--- config.mk ---
export PLATFORM = sky130hd
export DESIGN_NAME = count_sequencer_flat
export DESIGN_NICKNAME = d
export VERILOG_FILES = /design/src/rtl/count_sequencer_pkg.sv /design/src/rtl/count_sequencer_if.sv /design/src/rtl/count_sequencer_mod_counter.sv /design/src/rtl/count_sequencer.sv /design/src/flat_wrapper.sv
export SDC_FILE = /design/constraint.sdc
export NUM_CORES = 1
export LEC_CHECK = 0
export BUFFER_PORTS_ARGS = -buffer_cell sky130_fd_sc_hd__buf_2
export CAP_MARGIN = 20
export CORE_MARGIN = 2
export CORE_UTILIZATION = 55
export DETAILED_ROUTE_END_ITERATION = 10
export GPL_ROUTABILITY_DRIVEN = 0
export PLACE_DENSITY = 0.79
export SYNTH_ARGS = -nofsm -noshare
export SYNTH_HDL_FRONTEND = slang
export SYNTH_HIERARCHICAL = 1
export SYNTH_SLANG_ARGS = --single-unit
--- constraint.sdc ---
create_clock -name clock -period 7.2 [get_ports clock]
set_input_delay 0.36 -clock clock [delete_from_list [all_inputs] [get_ports clock]]
set_output_delay 0.36 -clock clock [all_outputs]
set_load 0.01 [all_outputs]
--- src/rtl/count_sequencer_pkg.sv ---
// Shared definitions for the count sequencer: default widths and FSM states.
package count_seq_pkg;

    localparam int unsigned DEFAULT_VW = 3;
    localparam int unsigned DEFAULT_CW = 4;

    typedef enum logic [1:0] {
        IDLE  = 2'd0,
        RUN   = 2'd1,
        PAUSE = 2'd2,
        DONE  = 2'd3
    } state_t;

endpackage

--- src/rtl/count_sequencer_if.sv ---
// Control/status bundle between a sequencer client (master) and the sequencer (slave).
interface count_sequencer_if
    import count_seq_pkg::*;
#(
    parameter int unsigned VW = DEFAULT_VW,
    parameter int unsigned CW = DEFAULT_CW
);

    logic          start;
    logic          stop;
    logic          clear;
    logic          dir;
    logic [VW-1:0] modulus;
    logic [CW-1:0] wrap_target;
    logic [VW-1:0] value;
    logic [CW-1:0] wrap_count;
    logic          busy;
    logic          done;
    logic          err;

    modport master (
        output start, stop, clear, dir, modulus, wrap_target,
        input  value, wrap_count, busy, done, err
    );

    modport slave (
        input  start, stop, clear, dir, modulus, wrap_target,
        output value, wrap_count, busy, done, err
    );

endinterface

--- src/rtl/count_sequencer_mod_counter.sv ---
// Modulo-N up/down counter with synchronous load and a combinational wrap strobe.
module mod_counter
    import count_seq_pkg::*;
#(
    parameter int unsigned VW = DEFAULT_VW
) (
    input  logic          clk_i,
    input  logic          rst_ni,
    input  logic          enable_i,
    input  logic          load_i,
    input  logic          dir_i,
    input  logic [VW-1:0] modulus_i,
    output logic [VW-1:0] value_o,
    output logic          wrap_o
);

    logic [VW-1:0] value_q;
    logic [VW-1:0] value_d;
    logic [VW-1:0] top_val;
    logic          at_term;

    assign top_val = modulus_i - VW'(1);
    assign at_term = dir_i ? (value_q == '0) : (value_q == top_val);
    assign wrap_o  = enable_i && !load_i && at_term;
    assign value_o = value_q;

    // Next value: load start point, otherwise step with wrap at the terminal value
    always_comb begin
        value_d = value_q;
        if (load_i) begin
            value_d = dir_i ? top_val : '0;
        end else if (enable_i) begin
            if (at_term) begin
                value_d = dir_i ? top_val : '0;
            end else begin
                value_d = dir_i ? (value_q - VW'(1)) : (value_q + VW'(1));
            end
        end
    end

    // Count register
    always_ff @(posedge clk_i or negedge rst_ni) begin
        if (!rst_ni) begin
            value_q <= '0;
        end else begin
            value_q <= value_d;
        end
    end

endmodule

--- src/rtl/count_sequencer.sv ---
// Run/pause/done sequencer around a modulo counter, counting wraps toward a target.
module count_sequencer
    import count_seq_pkg::*;
#(
    parameter int unsigned VW = DEFAULT_VW,
    parameter int unsigned CW = DEFAULT_CW
) (
    input  logic             clock,
    input  logic             reset,
    count_sequencer_if.slave bus
);

    state_t        state_q, state_d;
    logic [CW-1:0] wc_q, wc_d;
    logic          dir_q, dir_d;
    logic [VW-1:0] mod_q, mod_d;
    logic [CW-1:0] tgt_q, tgt_d;
    logic          busy_q, busy_d;
    logic          done_q, done_d;
    logic          err_q, err_d;

    logic          cnt_en;
    logic          cnt_load;
    logic          cnt_dir;
    logic [VW-1:0] cnt_mod;
    logic [VW-1:0] cnt_value;
    logic          cnt_wrap;
    logic [CW-1:0] wc_inc;

    assign wc_inc = wc_q + CW'(1);

    mod_counter #(
        .VW(VW)
    ) u_counter (
        .clk_i     (clock),
        .rst_ni    (reset),
        .enable_i  (cnt_en),
        .load_i    (cnt_load),
        .dir_i     (cnt_dir),
        .modulus_i (cnt_mod),
        .value_o   (cnt_value),
        .wrap_o    (cnt_wrap)
    );

    // FSM next state with clear > stop > start priority; the counter is fed
    // the live config while loading on start and the latched config otherwise.
    // Clear zeroes the counter by loading in the up direction.
    always_comb begin
        state_d  = state_q;
        wc_d     = wc_q;
        dir_d    = dir_q;
        mod_d    = mod_q;
        tgt_d    = tgt_q;
        done_d   = 1'b0;
        err_d    = 1'b0;
        cnt_en   = 1'b0;
        cnt_load = 1'b0;
        cnt_dir  = dir_q;
        cnt_mod  = mod_q;
        if (bus.clear) begin
            state_d  = IDLE;
            wc_d     = '0;
            cnt_load = 1'b1;
            cnt_dir  = 1'b0;
        end else if (bus.stop) begin
            if (state_q == RUN) begin
                state_d = PAUSE;
            end
        end else begin
            case (state_q)
                IDLE, DONE: begin
                    if (bus.start) begin
                        if (bus.modulus > VW'(1)) begin
                            dir_d    = bus.dir;
                            mod_d    = bus.modulus;
                            tgt_d    = bus.wrap_target;
                            wc_d     = '0;
                            cnt_load = 1'b1;
                            cnt_dir  = bus.dir;
                            cnt_mod  = bus.modulus;
                            state_d  = RUN;
                        end else begin
                            err_d = 1'b1;
                        end
                    end
                end
                RUN: begin
                    cnt_en = 1'b1;
                    if (cnt_wrap) begin
                        wc_d = wc_inc;
                        if ((tgt_q != '0) && (wc_inc == tgt_q)) begin
                            state_d = DONE;
                            done_d  = 1'b1;
                        end
                    end
                end
                PAUSE: begin
                    if (bus.start) begin
                        state_d = RUN;
                    end
                end
                default: state_d = IDLE;
            endcase
        end
        busy_d = (state_d == RUN) || (state_d == PAUSE);
    end

    // State, latched configuration and registered status outputs
    always_ff @(posedge clock or negedge reset) begin
        if (!reset) begin
            state_q <= IDLE;
            wc_q    <= '0;
            dir_q   <= 1'b0;
            mod_q   <= '0;
            tgt_q   <= '0;
            busy_q  <= 1'b0;
            done_q  <= 1'b0;
            err_q   <= 1'b0;
        end else begin
            state_q <= state_d;
            wc_q    <= wc_d;
            dir_q   <= dir_d;
            mod_q   <= mod_d;
            tgt_q   <= tgt_d;
            busy_q  <= busy_d;
            done_q  <= done_d;
            err_q   <= err_d;
        end
    end

    assign bus.value      = cnt_value;
    assign bus.wrap_count = wc_q;
    assign bus.busy       = busy_q;
    assign bus.done       = done_q;
    assign bus.err        = err_q;

endmodule

--- src/flat_wrapper.sv ---
// flat-port wrapper written by rule: the top's interface ports become plain ports
module count_sequencer_flat import count_seq_pkg::*;
#(
    parameter int unsigned VW = DEFAULT_VW,
    parameter int unsigned CW = DEFAULT_CW
)
  (clock, reset, bus_start, bus_stop, bus_clear, bus_dir, bus_modulus, bus_wrap_target, bus_value, bus_wrap_count, bus_busy, bus_done, bus_err);
  count_sequencer_if #(.VW(VW), .CW(CW)) bus_i ();
  input  logic clock;
  input  logic reset;
  input wire logic [$bits(bus_i.start)-1:0] bus_start;
  input wire logic [$bits(bus_i.stop)-1:0] bus_stop;
  input wire logic [$bits(bus_i.clear)-1:0] bus_clear;
  input wire logic [$bits(bus_i.dir)-1:0] bus_dir;
  input wire logic [$bits(bus_i.modulus)-1:0] bus_modulus;
  input wire logic [$bits(bus_i.wrap_target)-1:0] bus_wrap_target;
  output wire logic [$bits(bus_i.value)-1:0] bus_value;
  output wire logic [$bits(bus_i.wrap_count)-1:0] bus_wrap_count;
  output wire logic [$bits(bus_i.busy)-1:0] bus_busy;
  output wire logic [$bits(bus_i.done)-1:0] bus_done;
  output wire logic [$bits(bus_i.err)-1:0] bus_err;
  assign bus_i.start = bus_start;
  assign bus_i.stop = bus_stop;
  assign bus_i.clear = bus_clear;
  assign bus_i.dir = bus_dir;
  assign bus_i.modulus = bus_modulus;
  assign bus_i.wrap_target = bus_wrap_target;
  assign bus_value = bus_i.value;
  assign bus_wrap_count = bus_i.wrap_count;
  assign bus_busy = bus_i.busy;
  assign bus_done = bus_i.done;
  assign bus_err = bus_i.err;
  count_sequencer #(.VW(VW), .CW(CW)) u_core (.clock(clock), .reset(reset), .bus(bus_i));
endmodule
# Yosys cells after proc, flatten, opt, wreduce, memory -nomap -nowiden
# Cells that the tools add are included.
# totals
reg_bits	20
latchBits	0
ram_bits	0
mem_bits_ro	0
inputBits	13
output_inout_bits	10
word_cells	89
memories	0
# classes
add_sub_neg	4
n_mul	0
n_div	0
magnitude_cmp	1
n_eq_ne	11
shifts	0
muxes	49
bitwise_logic	2
n_reduce_logical	13
# ops
operator	n
$mux W3	10
$mux W1	24
$mux W4	5
$mux W2	8
$reduce_and A5 Y1	2
$pmux W4 S2	1
$eq A2 B2 Y1 const B	3
$ne A3 B2 Y1 const B	2
$pmux W2 S3	1
$sub A3 B1 Y3 const B	2
$add A4 B1 Y4 const B	1
$eq A2 B1 Y1 const B	2
$eq A4 B4 Y1	1
$reduce_bool A4 Y1	1
$add A3 B1 Y3 const B	1
$eq A3 B3 Y1	1
$gt A3 B1 Y1 const B	1
$logic_and A1 B1 Y1	3
$logic_not A3 Y1	1
$ne A3 B3 Y1 const B	1
$reduce_bool A3 Y1	1
$logic_not A2 Y1	1
$ne A2 B1 Y1 const B	1
$not A1 Y1	2
other kinds (4)	4

# Depth between registers and ports, before layout
# Gate-level depths: netlist of run 1.
# depth
ltp_word	16
mapped_depth	18
ltp_nobuf	18

# Modules after synthesis
# The synthesis of run 1 kept the hierarchy.
# by_module_without_submodules
mod	instances	cells_each	area_each_um2	seq_area_each_um2
count_sequencer	1	96	1003.5	425.4
mod_counter	1	38	321.6	75.1

# Worst setup path after synthesis of run 1
# Ideal clock, no wire load.
# synth_timing
path_type	register to register
startpoint	register u_core.state_q[0]
endpoint	register u_core.wc_q[2] (netlist: u_core/bus.wrap_count[2])
setup_ns	0.134
arrival_ns	3.260
t_required_ns	7.066
path_slack_ns	3.806
stages_incl_launch_ff	18
path_buffers	0
synth_period_minus_slack_ns	3.394
path_cell_list	dfrtp_1 inv_1 ha_1 nor2b_1 o21ai_2 nor2_4 mux2_2 inv_1 ha_1 xnor2_1 nor3_1 a21boi_2 nor2_1 or2b_1 o2111ai_1 and2b_1 o21ai_1 o21ai_0
# synth_via
elab_chain_cells	11
elab_cells_between_ends	30
cone_classes	1 x add/sub; 6 x eq/ne; 16 x mux; 7 x reduce/logical
# synth_rtl
element	line	text
start, declared	count_sequencer.sv:13	state_t state_q, state_d;
start signal, assigned	count_sequencer.sv:120	state_q <= state_d;
$eq A2 B2 Y1 / $logic_not A2 Y1 (equally long branches)	count_sequencer.sv:70	case (state_q)
$reduce_or A2 Y1 *	count_sequencer.sv:70	
$mux W3 *	n/a	
$mux W3 *	count_sequencer.sv:65	end else if (bus.stop) begin
$mux W3 *	count_sequencer.sv:60	if (bus.clear) begin
via u_core.cnt_mod[0]	count_sequencer.sv:25	logic [VW-1:0] cnt_mod;
$sub A3 B1 Y3 *	count_sequencer_mod_counter.sv:22	assign top_val = modulus_i - VW'(1);
$eq A3 B3 Y1 *	count_sequencer_mod_counter.sv:23	assign at_term = dir_i ? (value_q == '0) : (value_q == top_val);
$mux W1 *	count_sequencer_mod_counter.sv:23	
$logic_and A1 B1 Y1 *	count_sequencer_mod_counter.sv:24	assign wrap_o = enable_i && !load_i && at_term;
via u_core.cnt_wrap	count_sequencer.sv:27	logic cnt_wrap;
$ne A3 B2 Y1 (no line) *	n/a	
$reduce_and A5 Y1 (no line) *	n/a	
end signal, assigned	count_sequencer.sv:121	wc_q <= wc_d;
end, declared	count_sequencer.sv:14	logic [CW-1:0] wc_q, wc_d;
# Mark *: on every way through the listed nets, which the timed path passes. The rest lies on a longest branch. The select of a mux whose other input is x is not followed.
# A chain may end at the register's enable or synchronous reset.

# Final worst setup path of run 1
# Same ends and word-level chain as after synthesis.

==> results.md, run 1 <==
* Clock slew at reported path FFs at around 0.11 ns
* Crit path buffers/inverters at 2
* Worst setup path class: reg -> reg
* Setup violators final at 0
* Max-Slew Margin vs Limit at between 50% and 60%
* RSZ-0062 raised after global routing: no
* Avg WL per Cell at 15.0 um
* Crit path max-delay cell type: dfrtp_1
* Max-slew violations at 0
* Gr ovfl total at 0
* Total Routed Length at ~2800 um
* Register-to-register setup slack at roughly 3.3 ns
* Pre-antenna DRT Iters at 6
* Hold crit path type: in -> reg
* Synth area leaders: dfrtp_1 (38%), ha_1 (5.7%), xnor2_1 (5.3%)
* Largest net degree at the start of global routing at 21
* Minimum clock period at 3.93 ns
* Clock latency on the worst-skew pair at about 0.30 ns
* Share of post-route cells with drive strength above 1 at 25.5%
* Cells along the critical path: inv_1 -> ha_1 -> nor2b_1 -> o21ai_2 -> nor2_4 -> mux2_2 -> inv_1 -> ha_1 -> xnor2_1 -> nor3_1 -> a21boi_2 -> nor2_1 -> or2b_1 -> o2111ai_1 -> and2b_1 -> o21ai_1 -> o21ai_0
* Die area at ~0.0028 sq mm
* Setup TNS at 0 ns
* Number of port buffers at 22
* IO Pins at 23
* DRT antenna net count at 0
* First-pass GRT wire length at around 4700 um
* Post-CTS sizing at 0
* Syn_nets at 154
* Reg2reg path depth at 17
* Critical path arrival at 4.11 ns
* CTS Buffer Depth at 2
* Site row count at 17
* Hpwl dp at 2190 um
* Synth area leader: dfrtp_1
* Nets@finish at ~180
* Syn avg cell area at around 9.9 sq um
* Vias at roughly 1200
* Switching portion of total power at between 30 and 40%
* Initial antenna violation count at 0
* Crit. End Element: flop
* Number of global-route vias before repair at about 1100
* Max-cap viol count at 0
* Yosys reg bits at 20
* Unique masters post-synth at 47
* CP Launch Type: flop
* Via-to-Cell Ratio at just over 6
* Gate power share at a little over a third
* P_sw at roughly 0.11 mW
* PD cells at ~210 mW/mm^2
* Worst VDD drop at ~0.00016 V
* Leak at 0.682 nW
* R2R Path End: u_core/bus.wrap_count[2]
* Crit Reg-Reg Startpoint: u_core/state_q[0]
* Initial Util at 58.8%
* CTS H-tree depth at 1
* Run status: completed
* CTS Buf Count at 3
* End of the critical path: u_core/bus.wrap_count[2]
* 1st-iter DRT viols at 51
* Clock share of power at roughly a fifth
* Clk sinks at 20
* GRT Overall Usage at a little under a quarter
* TritonCTS clock tree: done
* Post-synth top area share at between 30% and 40%
* Post-route DRC at 0
* Area Growth Syn to Fin at 14.4%
* Final period util at 54.6%
* # Post-CTS Setup Buffers at 0
* Area of the core at roughly 0.0023 sq mm
* Worst slew pin tran at between 0.6 and 0.7 ns
* Antenna Cells at 0
* Hold Vio Cnt, Final at 0
* Hold WS at 0.266 ns
* DIE HEIGHT at 53.1 um
* CP startpoint: u_core/state_q[0]
* Yosys warns at 6
* Largest delay share family, worst path: simple AND/OR/NAND/NOR gates
* Max incr delay on CP at about 0.46 ns
* Post-synth EDFFs at 0
* Crit. path cell count at 17
* Clock Skews at 0.00747 ns
* FMAX at between 0.2 and 0.3 GHz
* Sequential Power Share at 44.7%
* P_int at around 0.21 mW
* Die W at 53.1 um
* Mapped Area at approximately 0.0013 sq mm
* Crit path max fanout at 8
* Register area share after synthesis at 37.8%
* Ys flop type: dfrtp_1
* Root buf cell: clkbuf_4
* Post-Synthesis Cells at 134
* Critical Path RT at between 7 and 8 ns
* Synth async-reset ratio at between 90% and 100%
[sequential cells by signal, indices dropped and copies added (netlist names)]
register and cells:
u_core/bus.wrap_count 4, u_core/tgt_q 4, u_core/mod_q 3, u_core/u_counter/value_o 3, u_core/state_q 2, u_core/bus.busy 1, u_core/bus.done 1, u_core/bus.err 1
u_core/dir_q 1
[worst reg2reg max path: stages, from the launching register on]
cell       delay, ns
dfrtp_1         0.46
inv_1           0.09
ha_1            0.42
nor2b_1         0.21
o21ai_2         0.12
nor2_4          0.21
mux2_2          0.40
inv_1           0.10
ha_1            0.26
xnor2_1         0.15
nor3_1          0.37
a21boi_2        0.14
nor2_1          0.21
or2b_1          0.13
o2111ai_1       0.10
and2b_1         0.21
o21ai_1         0.14
o21ai_0         0.09
[area by class of cell]
class	instances	area [sq um]
sequential	20	500
clock buffer	4	36.3
fill	206	738
tap	28	35.0
inverter	11	41.3
timing repair buffer	23	120
multi-input combinational	103	783
[stage by stage]
step                      cell area [sq um]  power (mW)  worst slack, ns  util (%)  instances
after global placement                 1470       0.247             3.54      65.2        184
final                                  1520       0.320             3.27      67.3        189
after detailed placement               1470       0.254             3.33      65.2        184
after floorplan                        1330       0.222             3.81         -        134
after global routing                   1520       0.339             2.98      67.3        189
after CTS                              1520       0.319             3.31      67.3        189
[logic make-up after synthesis]
kind of cell	count (synthesis)	synth area share (%)
flops	20	37.8
fa+ha+maj	7	7.18
mux	7	5.76
xor+xnor	10	6.61
simple gates	51	22.8
compound gates	28	16.8
buf+inv	11	3.12
[power groups by stage]
stage	sequential [mW]	combinational, mW	clock [mW]
5_1_grt	0.145	0.123	0.0708
6_report	0.143	0.112	0.0651
3_5_place_dp	0.145	0.109	0
4_1_cts	0.143	0.111	0.0663
3_3_place_gp	0.143	0.104	0
2_1_floorplan	0.144	0.0780	0
[repair_timing]
item / in CTS / in global routing
hold buffers: 1 / 0
endpoints found under the setup margin: 0 / 0
endpoints found under the hold margin: 20 / 0
[per-layer routing]
layer / track usage, % / vias up / share of wire [%]
met5: 0 / - / 0
met4: 9.40 / 0 / 2.5
met3: 3.95 / 18 / 6.4
met2: 41.3 / 61 / 51
met1: 27.7 / 541 / 40
li1: - / 530 / -
[cells in the final DEF, fill, tap and decap left out, drive strengths merged, types with 2 or more instances in the layout]
master / count
nor4b: 2
mux2i: 2
ha: 6
nand2b: 3
and2: 2
nor4: 2
nand2: 13
buf: 22
o2111ai: 2
mux2: 5
clkbuf: 4
or2: 2
xor2: 2
o211ai: 2
inv: 11
and3: 2
o21ai: 11
dfrtp: 20
xnor2: 8
nor3: 4
a211o: 2
nor2: 8
nand4b: 2
nor3b: 2
nand3: 3
nor2b: 2
a21oi: 2
[Yosys cell counts (2+ instances only)]
cell type  instances
nor2b_1            2
nor4b_1            2
xor2_1             2
nor2_4             2
inv_1             11
dfrtp_1           20
o211ai_1           2
o2111ai_1          2
o21ai_2            2
xnor2_1            8
nand4b_1           2
o21ai_1            2
nand3_1            3
ha_1               6
a211o_1            2
nand2b_1           3
nand2_1           13
o21ai_0            7
mux2_2             4
a21oi_1            2
nor3b_1            2
mux2i_1            2
nor2_1             6
nor3_1             4
[worst min path at each step]
stage,start,end,slack (ns),depth (start not counted)
after floorplan,reset,u_core/bus.busy,0.06,0
after global placement,reset,u_core/state_q[0],0.33,1
after detailed placement,reset,u_core/bus.busy,0.33,1
after CTS,bus_wrap_target[1],u_core/tgt_q[1],0.27,2
after global routing,bus_wrap_target[1],u_core/tgt_q[1],0.28,2
final,bus_wrap_target[1],u_core/tgt_q[1],0.27,2
Note: power is estimated with default switching activity, not from simulation.
==> run 2, diff against run 1 <==
Clock period 7.2 ns to 3.9 ns, I/O delays scaled along.
==> run 2 against run 1 <==
  * Global-route usage down 0.74 points
  * Utilization up 1.3 points
  * Clock power up 83%
  * Critical path type unchanged
==> results.md, run 2 (synthesized netlist as in run 1, its figures left out) <==
* Run status: completed
* Multi-input logic area at 783 sq um (unchanged)
* Root buf cell: clkbuf_4
* Number of global-route vias before repair at 1093 (-1.6%)
* Initial antenna violation count at 0 (unchanged)
* Initial Util at 58.8% (unchanged)
* CP Launch Type: flop
* Max-Slew Margin vs Limit at 70.7% (+14 points)
* Share of post-route cells with drive strength above 1 at 27.3% (+1.8 points)
* Crit. End Element: flop
* Register area at 500 sq um (unchanged)
* Die area at 0.00282 sq mm (unchanged)
* Clk sinks at 20 (unchanged)
* Antenna Cells at 0 (unchanged)
* CTS H-tree depth at 1 (unchanged)
* RSZ-0062 raised after global routing: no
* Minimum clock period at 3.58 ns (-0.346 ns)
* Leak at 0.702 nW (+3.0%)
* Final Util at 68.6% (+1.3 points)
* Hold crit path type: in -> reg
* Max-cap viol count at 0 (unchanged)
* DRT antenna net count at 0 (unchanged)
* Final period util at 91.8% (+37 points)
* Worst slew pin tran at 0.440 ns (-0.210 ns)
* Largest net degree at the start of global routing at 21 (unchanged)
* GRT Overall Usage at 22.5% (-0.74 points)
* First-pass GRT wire length at 4690 um (-1.2%)
* Cells along the critical path: inv_1 -> ha_1 -> nor2b_1 -> o21ai_2 -> nor2_4 -> mux2_2 -> inv_1 -> ha_1 -> xnor2_1 -> nor3_1 -> a21boi_2 -> nor2_1 -> or2b_1 -> o2111ai_1 -> and2b_1 -> o21ai_1 -> o21ai_0
* Critical Path RT at 4.08 ns (-3.30 ns)
* Pre-antenna DRT Iters at 4 (-2)
* Max incr delay on CP at 0.47 ns (about the same)
* Worst setup path class: reg -> reg
* Total Routed Length at 2620 um (-7.6%)
* Die W at 53.1 um (unchanged)
* Vias at 1079 (-6.2%)
* DIE HEIGHT at 53.1 um (unchanged)
* Avg WL per Cell at 13.6 um (-9.5%)
* Hold_sp: bus_wrap_target[1]
* Site row count at 17 (unchanged)
* Clock latency on the worst-skew pair at 0.29 ns (about the same)
* Setup violators final at 0 (unchanged)
* CP startpoint: u_core/state_q[0]
* Clock slew at reported path FFs at 0.11 ns (about the same)
* Via-to-Cell Ratio at 5.59 (-8.1%)
* 1st-iter DRT viols at 21 (-59%)
* Critical path arrival at 3.76 ns (-0.35 ns)
* Crit path max fanout at 5 (-3)
* Crit Reg-Reg Startpoint: u_core/state_q[0]
* CTS Buffer Depth at 2 (unchanged)
* Crit path max-delay cell type: dfrtp_1
* Worst VDD drop at 0.000280 V (+73%)
* Clock Skews at 0.00168 ns (-0.00578 ns)
* CTS Buf Count at 3 (unchanged)
* Nets@finish at 186 (+2.2%)
* Commonest non-fill, non-tap cells in the layout: buf_2 (22), dfrtp_1 (20), nand2_1 (13), inv_1 (11), xnor2_1 (8)
* Area of the core at 0.00225 sq mm (unchanged)
* IO Pins at 23 (unchanged)
* Setup TNS at 0 ns (unchanged)
* Gr ovfl total at 0 (unchanged)
* FMAX at 0.279 GHz (+9.7%)
* Hold Vio Cnt, Final at 0 (unchanged)
* Hpwl dp at 2090 um (-4.6%)
* Max-slew violations at 0 (unchanged)
* Area Growth Syn to Fin at 16.7%
* Post-route DRC at 0 (unchanged)
* FILL cells at 188 (-8.7%)
* Commonest non-fill, non-tap cell in the layout: buf_2
* PD cells at 379 mW/mm^2 (+80%)
* TritonCTS clock tree: done
* Number of port buffers at 22 (unchanged)
==> run 2: changes by cell type in the layout (fill, tap and decap cells not counted) <==
cell   previous run  this run
buf_4             0         4
==> run 2: worst max-delay path, delay by kind of cell (launching register included) <==
family / cells / cell delay (ns)
adder cells (fa/ha/maj): 2 / 0.56
buffers and inverters: 2 / 0.18
AO/OA/AOI/OAI: 5 / 0.56
multiplexers: 1 / 0.37
XOR/XNOR: 1 / 0.14
AND/OR/NAND/NOR: 6 / 1.18
flip-flops: 1 / 0.47
==> run 2: final timing paths <==
path,slack [ns],endpoint,cells past startpoint
max in group asynchronous,3.23,u_core/tgt_q[0],2
worst max register to register,0.32,u_core/bus.wrap_count[2],17
worst max-delay path,0.32,u_core/bus.wrap_count[2],17
worst min register to register,0.50,u_core/mod_q[1],2
worst min-delay path,0.11,u_core/tgt_q[1],2
min in group asynchronous,0.36,u_core/state_q[0],2
==> run 2: where the power goes <==
part | internal [mW] | switching [mW] | total (mW) | leakage, nW
sequential | 0.238 | 0.0253 | 0.264 | 0.259
clock | 0.0568 | 0.0620 | 0.119 | 0.0210
combinational | 0.0939 | 0.109 | 0.203 | 0.423
total | 0.389 | 0.196 | 0.585 | 0.702
==> run 2: repair_timing <==
item | 4_1_cts | 5_1_grt
hold endpoints to repair | 20 | 0
gates resized for setup | 0 | 0
hold buffers | 1 | 0
buffers inserted | 0 | 0
==> run 2: final cells by class <==
cell class	instances	area share [%]
clock buffer	4	2.35
inverter	11	2.67
multi-input combinational	103	50.6
sequential	20	32.4
tap	28	2.27
timing repair buffer	27	9.71
==> run 2: through the flow <==
step,cell area (sq um),instances,hold WS [ns],worst slack (ns),total power [mW]
after floorplan,1330,134,-0.101,0.506,0.410
after CTS,1550,193,0.0944,0.321,0.593
after global placement,1500,188,0.160,0.498,0.460
after global routing,1550,193,0.105,0.0406,0.626
final,1550,193,0.108,0.318,0.585
after detailed placement,1500,188,0.171,0.337,0.469
==> run 2: metal layers <==
layer	routed length [um]	GRT usage, %	up-vias
met5	0	0	-
met4	30	8.12	0
met3	105	3.39	4
met2	1230	36.7	29
met1	1250	30.3	511
li1	-	-	535
